<file path="src/rtl/boss_enemy_controller.sv">
`default_nettype none
// ============================================================================
// Module   : boss_enemy_controller
// Purpose  : Single boss enemy: spawn, bounce-descend motion, N-bullet
//            multi-hit damage with invulnerability, timed death phase.
// Revision : 1.0 - initial release
// ============================================================================
module boss_enemy_controller #(
    parameter int N_BULLETS  = 8,
    parameter int COORD_W    = 10,
    parameter int HP_MAX     = 10,
    parameter int HP_W       = $clog2(HP_MAX + 1),
    parameter int SPR_W      = 32,
    parameter int SPR_H      = 32,
    parameter int BULLET_SZ  = 8,
    parameter int SCREEN_W   = 640,
    parameter int SPAWN_X    = 320,
    parameter int SPAWN_Y    = 0,
    parameter int MARGIN     = 10,
    parameter int MOVE_DIV   = 500000,
    parameter int STEP       = 2,
    parameter int DESCEND    = 8,
    parameter int Y_MAX      = 400,
    parameter int INVULN_CYC = 2500000,
    parameter int DEATH_CYC  = 12500000
) (
    input  logic                           clk25,
    input  logic                           rst_n,
    input  logic                           enable,
    input  logic [N_BULLETS*COORD_W-1:0]   bullet_x_flat,
    input  logic [N_BULLETS*COORD_W-1:0]   bullet_y_flat,
    input  logic [N_BULLETS-1:0]           bullet_active_flat,
    output logic [COORD_W-1:0]             enemy_x,
    output logic [COORD_W-1:0]             enemy_y,
    output logic                           enemy_alive,
    output logic [HP_W-1:0]                enemy_hp,
    output logic                           hit_flash,
    output logic                           dying,
    output logic                           killed_pulse,
    output logic [N_BULLETS-1:0]           bullet_hit
);

    localparam int c_mv_w  = $clog2(MOVE_DIV + 1);
    localparam int c_tm_w  = $clog2(INVULN_CYC + 1);
    localparam int c_dc_w  = $clog2(DEATH_CYC + 1);
    localparam int c_pc_w  = $clog2(N_BULLETS + 1);
    localparam int c_ext_w = COORD_W + 1;
    localparam int c_hd_w  = HP_W + c_pc_w;

    localparam logic [c_ext_w-1:0] c_right_x  = c_ext_w'(SCREEN_W - SPR_W - MARGIN);
    localparam logic [c_ext_w-1:0] c_left_x   = c_ext_w'(MARGIN);
    localparam logic [c_ext_w-1:0] c_left_thr = c_ext_w'(MARGIN + STEP);
    localparam logic [c_ext_w-1:0] c_step     = c_ext_w'(STEP);
    localparam logic [c_ext_w-1:0] c_desc     = c_ext_w'(DESCEND);
    localparam logic [c_ext_w-1:0] c_ymax     = c_ext_w'(Y_MAX);
    localparam logic [c_ext_w-1:0] c_bsz      = c_ext_w'(BULLET_SZ);
    localparam logic [c_ext_w-1:0] c_sprw_m1  = c_ext_w'(SPR_W - 1);
    localparam logic [c_ext_w-1:0] c_sprh_m1  = c_ext_w'(SPR_H - 1);
    localparam logic [COORD_W-1:0] c_step_n   = COORD_W'(STEP);
    localparam logic [COORD_W-1:0] c_spawn_x  = COORD_W'(SPAWN_X);
    localparam logic [COORD_W-1:0] c_spawn_y  = COORD_W'(SPAWN_Y);
    localparam logic [c_mv_w-1:0]  c_move_last  = c_mv_w'(MOVE_DIV - 1);
    localparam logic [c_tm_w-1:0]  c_invuln     = c_tm_w'(INVULN_CYC);
    localparam logic [c_tm_w-1:0]  c_tm_one     = c_tm_w'(1);
    localparam logic [c_dc_w-1:0]  c_death_last = c_dc_w'(DEATH_CYC - 1);
    localparam logic [HP_W-1:0]    c_hp_max     = HP_W'(HP_MAX);

    typedef enum logic [2:0] {
        ST_IDLE  = 3'd0,
        ST_SPAWN = 3'd1,
        ST_ALIVE = 3'd2,
        ST_DYING = 3'd3,
        ST_DEAD  = 3'd4
    } state_t;

    state_t              r_state;
    logic                r_dir_left;
    logic [c_mv_w-1:0]   r_move_cnt;
    logic [c_tm_w-1:0]   r_timer;
    logic [c_dc_w-1:0]   r_death_cnt;

    logic [c_ext_w-1:0]  w_ex, w_ey, w_x_inc, w_x_ext, w_y_sum;
    logic [COORD_W-1:0]  w_y_next;
    logic [N_BULLETS-1:0] w_overlap;
    logic [c_pc_w-1:0]   w_dmg;
    logic [c_hd_w-1:0]   w_hp_ext, w_dmg_ext;
    logic [HP_W-1:0]     w_hp_after;
    logic                w_take_dmg, w_kill, w_tick;

    assign w_ex = {1'b0, enemy_x};
    assign w_ey = {1'b0, enemy_y};

    // Widened by one bit so sprite/bullet extents near the top of the range never wrap
    for (genvar gi = 0; gi < N_BULLETS; gi++) begin : g_bullet
        logic [c_ext_w-1:0] w_bx, w_by;
        assign w_bx = {1'b0, bullet_x_flat[gi*COORD_W +: COORD_W]};
        assign w_by = {1'b0, bullet_y_flat[gi*COORD_W +: COORD_W]};
        assign w_overlap[gi] = bullet_active_flat[gi]
                            && (w_bx + c_bsz >= w_ex) && (w_bx <= w_ex + c_sprw_m1)
                            && (w_by + c_bsz >= w_ey) && (w_by <= w_ey + c_sprh_m1);
    end

    always_comb begin
        w_dmg = '0;
        for (int i = 0; i < N_BULLETS; i++) begin
            w_dmg = w_dmg + c_pc_w'(w_overlap[i]);
        end
    end

    assign w_hp_ext   = c_hd_w'(enemy_hp);
    assign w_dmg_ext  = c_hd_w'(w_dmg);
    assign w_hp_after = (w_hp_ext > w_dmg_ext) ? HP_W'(w_hp_ext - w_dmg_ext) : '0;
    assign w_take_dmg = (r_timer == '0) && (w_dmg != '0);
    assign w_kill     = w_take_dmg && (w_hp_after == '0);
    assign w_tick     = (r_move_cnt == c_move_last);

    assign w_x_ext  = {1'b0, enemy_x};
    assign w_x_inc  = w_x_ext + c_step;
    assign w_y_sum  = w_ey + c_desc;
    assign w_y_next = (w_y_sum > c_ymax) ? c_ymax[COORD_W-1:0] : w_y_sum[COORD_W-1:0];

    always_ff @(posedge clk25) begin
        if (!rst_n || !enable) begin
            r_state      <= ST_IDLE;
            enemy_x      <= c_spawn_x;
            enemy_y      <= c_spawn_y;
            r_dir_left   <= 1'b0;
            enemy_hp     <= '0;
            r_move_cnt   <= '0;
            r_timer      <= '0;
            r_death_cnt  <= '0;
            enemy_alive  <= 1'b0;
            hit_flash    <= 1'b0;
            dying        <= 1'b0;
            killed_pulse <= 1'b0;
            bullet_hit   <= '0;
        end else begin
            killed_pulse <= 1'b0;
            bullet_hit   <= '0;
            // Invulnerability keeps draining through the death phase
            if (r_timer != '0) begin
                r_timer   <= r_timer - 1'b1;
                hit_flash <= (r_timer != c_tm_one);
            end
            case (r_state)
                ST_IDLE: r_state <= ST_SPAWN;
                ST_SPAWN: begin
                    enemy_hp    <= c_hp_max;
                    enemy_x     <= c_spawn_x;
                    enemy_y     <= c_spawn_y;
                    r_dir_left  <= 1'b0;
                    r_move_cnt  <= '0;
                    r_death_cnt <= '0;
                    enemy_alive <= 1'b1;
                    r_state     <= ST_ALIVE;
                end
                ST_ALIVE: begin
                    bullet_hit <= w_overlap;
                    if (w_take_dmg) begin
                        r_timer   <= c_invuln;
                        hit_flash <= 1'b1;
                        enemy_hp  <= w_hp_after;
                    end
                    r_move_cnt <= w_tick ? '0 : r_move_cnt + 1'b1;
                    if (w_kill) begin
                        r_state      <= ST_DYING;
                        enemy_alive  <= 1'b0;
                        dying        <= 1'b1;
                        killed_pulse <= 1'b1;
                        r_death_cnt  <= '0;
                    end else if (w_tick) begin
                        if (!r_dir_left) begin
                            if (w_x_inc >= c_right_x) begin
                                enemy_x    <= c_right_x[COORD_W-1:0];
                                r_dir_left <= 1'b1;
                                enemy_y    <= w_y_next;
                            end else begin
                                enemy_x <= w_x_inc[COORD_W-1:0];
                            end
                        end else begin
                            if (w_x_ext <= c_left_thr) begin
                                enemy_x    <= c_left_x[COORD_W-1:0];
                                r_dir_left <= 1'b0;
                                enemy_y    <= w_y_next;
                            end else begin
                                enemy_x <= enemy_x - c_step_n;
                            end
                        end
                    end
                end
                ST_DYING: begin
                    if (r_death_cnt == c_death_last) begin
                        r_state <= ST_DEAD;
                        dying   <= 1'b0;
                    end else begin
                        r_death_cnt <= r_death_cnt + 1'b1;
                    end
                end
                ST_DEAD: begin
                end
                default: r_state <= ST_IDLE;
            endcase
        end
    end

endmodule
`default_nettype wire

</file>
<file path="config.mk">
export PLATFORM = sky130hd
export DESIGN_NAME = boss_enemy_controller
export DESIGN_NICKNAME = d
export VERILOG_FILES = /design/src/rtl/boss_enemy_controller.sv
export SDC_FILE = /design/constraint.sdc
export NUM_CORES = 1
export LEC_CHECK = 0
export ABC_AREA = 1
export BUFFER_PORTS_ARGS = -buffer_cell sky130_fd_sc_hd__buf_2
export CORE_MARGIN = 2
export CORE_UTILIZATION = 45
export CTS_BUF_LIST = sky130_fd_sc_hd__clkbuf_16
export CTS_CLUSTER_SIZE = 12
export DETAILED_ROUTE_END_ITERATION = 10
export HOLD_SLACK_MARGIN = 0.15
export PLACE_DENSITY = 0.7
export SLEW_MARGIN = 25
export SYNTH_ARGS = -nofsm -noshare
export SYNTH_HDL_FRONTEND = slang
export SYNTH_SLANG_ARGS = --single-unit
</file>
<file path="constraint.sdc">
create_clock -name clk25 -period 6.3 [get_ports clk25]
set_input_delay 1.575 -clock clk25 [delete_from_list [all_inputs] [get_ports clk25]]
set_output_delay 1.575 -clock clk25 [all_outputs]
set_load 0.02 [all_outputs]
</file>
==> qor.yml <==
outcome:
  status: "finished with violations"
  violations: "setup timing"
cells_and_area:
  drive_above_1_share_pct: 26.22
  fillers: 2979
  fin_cells: 3089
  nets: 3121
  area_delta_synth_final_pct: 31.56
drt:
  drt_iter0_markers: 1073
  route.vias.total: 16660
  post_drt_wl_per_cell_um: 15.66
  wirelength_um: 48370
  viasPerCell: 5.393
  drc: 0
  ant_nets: 0
  wl_met3_um: 3313
  wl_met2_um: 23240
  wl_met1_um: 19900
  first_pass_iters: 5
  routed.top_layer: "met5"
setup_path:
  cp-start-kind: "input pin"
  reg2reg_to: "enemy_x[8]"
  critPathMaxFanout: 8
  crit_start: "bullet_y_flat[33]"
  critPathCapture: "enemy_x[8]"
  path_buf_inv: 8
  crit_family: "adder cells"
  cp.depth: 38
  criticalPathCategory: "in2reg"
  cp_slowest_cell: "fa_1"
  rrSetupSlack_ps: -470
  crit_required_ps: 6520
  cp-end-kind: "flip-flop"
  critPathMostFrequentCell: "nand2_1"
  slowest_delay_ps: 570
  reg2regPathDepth: 35
  cp_data_arrival_time_ps: 7080
  r2r_start: "enemy_y[3]"
logic_synthesis:
  synth_area_leader_cell: "ha_1"
  netlist_area_sq_um: 14550
  async_flop_share_pct: 0
  synthTopCellsByArea: "ha_1, dfxtp_1, nand2_1"
  syn_inst: 2219
  synth-seq-cells: 101
  synth_common_cells: "nand2_1, inv_1, ha_1, nor2_1, a21oi_1"
  ys.flop_type: "dfxtp_1"
  synth.most_common_cell: "nand2_1"
  yosys.area.top_type_share_pct: 22.79
  yosysWarningCount: 0
  synth_cell_type_count: 54
  synth_edf_count: 0
  seq_area_frac_synth_pct: 13.90
  syn_area_per_cell_sq_um: 6.558
timing:
  skew_ps: 7.749
  report.final.slew_viol_count: 0
  setup_viol: 62
  min_period_ps: 6862
  setup_slack_ps: -562.2
  post-route-period-util_pct: 108.9
  slew_headroom_pct: 20.70
  worst_pin_slew_ps: 1187
  fmax_mhz: 145.7
  hold_viol: 0
  timing.hold.ws_ps: 486.8
  tns_ps: -24180
  rsz0062_at_grt: "true"
power:
  p_comb_share_pct: 57.8
  sw_frac_of_total_pct: 45.02
  powerDensity_nw_per_um2: 158.4
  p_clk_share_pct: 16.7
  power.leakage_nw: 9.512
  p_switching_mw: 1.365
  ir_drop_mv: 0.2503
  pwr-share-seq_pct: 25.5
  p_int_mw: 1.667
placed_design:
  gp_congestion: 0.9558
  hpwl_um: 37710
  port_buffers: 202
  dp_cells: 3008
clock_network:
  insertion_delay_ps: 350
  clock_path_buffers: 2
  cts_tree: "built"
  cts_max_level: 3
  cts-root-buf: "clkbuf_16"
  cts.reportedPaths.clkPinSlew_ps: 70
  clock-sinks: 101
  cts-buffers-inserted: 9
run:
  max-cap-violations: 0
hold_path:
  min_from: "r_move_cnt[9]"
  hold_path.class: "reg2reg"
die:
  die_w_um: 183.8
  coreArea_sq_um: 31720
  ioPinCount: 207
  start_util_pct: 45.88
  rows: 65
  die_area_sq_um: 33790
  fp.dieH_um: 183.8
global_routing:
  antenna_found_initial: 3
  first_global_vias: 16350
  grt_pass1_wl_um: 77490
  grtUsageTotal_pct: 28.30
  grt_max_degree: 65
  overflow: 0
==> per-layer routing <==
metal  GRT usage (%)  vias up
li1                -     8327
met1           32.75     7648
met2           50.35      548
met3           5.844      131
met4           12.19        4
met5               0        -
==> power groups by stage <==
stage | logic, mW | clock network, mW | registers [mW]
2_1_floorplan | 1.19 | 0 | 0.781
3_3_place_gp | 1.59 | 0 | 0.784
3_5_place_dp | 1.65 | 0 | 0.787
4_1_cts | 1.71 | 0.515 | 0.773
5_1_grt | 1.97 | 0.542 | 0.786
6_report | 1.75 | 0.506 | 0.774
==> final cells by class <==
class                      count  area (sq um)  area share, %
clock buffer                   9         225.2          1.176
clock inverter                 7         35.03         0.1830
timing repair buffer         482          3276          17.11
sequential                   101          2022          10.56
inverter                     302          1136          5.934
multi-input combinational   1784         11940          62.38
tap                          402         503.0          2.627
antenna                        2         5.005        0.02614
==> worst min path at each step <==
stage	end	depth (start not counted)
6_report	r_move_cnt[9]	2
5_1_grt	r_move_cnt[9]	2
4_1_cts	r_move_cnt[9]	2
3_5_place_dp	r_move_cnt[9]	2
3_3_place_gp	r_move_cnt[9]	2
2_1_floorplan	r_move_cnt[9]	2
==> cells by family (layout without fill, tap and decap cells) <==
group	after synthesis	count (layout)	synth area share, %
DFF	101	101	13.90
adders and majority gates	270	270	23.47
and+or+nand+nor	1099	1101	34.96
other	1	6	0.02577
buffers and inverters	339	800	9.338
xor gates and xnor gates	121	121	7.335
AOI/OAI and AO/OA	288	288	10.97
==> state kept, by name, indices dropped and copies added (netlist names), 3 cells and up <==
| signal | count |
|---|---|
| bullet_hit | 8 |
| enemy_hp | 4 |
| enemy_x | 9 |
| enemy_y | 7 |
| r_death_cnt | 24 |
| r_move_cnt | 19 |
| r_state | 3 |
| r_timer | 22 |
==> timing repair <==
action                     CTS  global route
buffers inserted            68             8
hold endpoints to repair     0             0
gates resized for setup     85           108
gates cloned                 3             0
pin swaps                   42            70
setup endpoints to repair   62            64
hold buffers                 0             0
==> through the flow <==
| stage | power [mW] | setup slack (ps) | util (%) | cell area [sq um] |
|---|---|---|---|---|
| floorplan | 1.968 | -310.9 | - | 14650 |
| global route | 3.302 | -835.7 | 60.35 | 19140 |
| global placement | 2.373 | -893.8 | 55.49 | 17600 |
| detailed placement | 2.434 | -1029 | 55.49 | 17600 |
| CTS | 2.999 | -414.2 | 59.15 | 18760 |
| finish | 3.032 | -562.2 | 60.36 | 19140 |
==> worst min-delay path, stage by stage, from the launching register on <==
cell and delay [ps]:
dfxtp_1 320, nand2_1 60, a21oi_1 50
==> placed cells by master (no fill, tap or decap), types with 13 or more instances in the layout <==
| master | count |
|---|---|
| nand4_1 | 89 |
| inv_2 | 23 |
| nor2_1 | 193 |
| buf_6 | 20 |
| nor2_4 | 16 |
| xnor2_1 | 23 |
| a21oi_1 | 147 |
| nand3_1 | 126 |
| dfxtp_1 | 101 |
| nand2_2 | 37 |
| ha_4 | 17 |
| o21ai_0 | 56 |
| nor2_2 | 14 |
| nand3_2 | 33 |
| inv_1 | 280 |
| nor3_1 | 42 |
| nand3b_1 | 22 |
| ha_1 | 248 |
| nand2_1 | 471 |
| xor2_1 | 93 |
| buf_4 | 273 |
| buf_2 | 184 |
| a21oi_2 | 13 |
No activity file was read; power rests on OpenSTA's default activity.
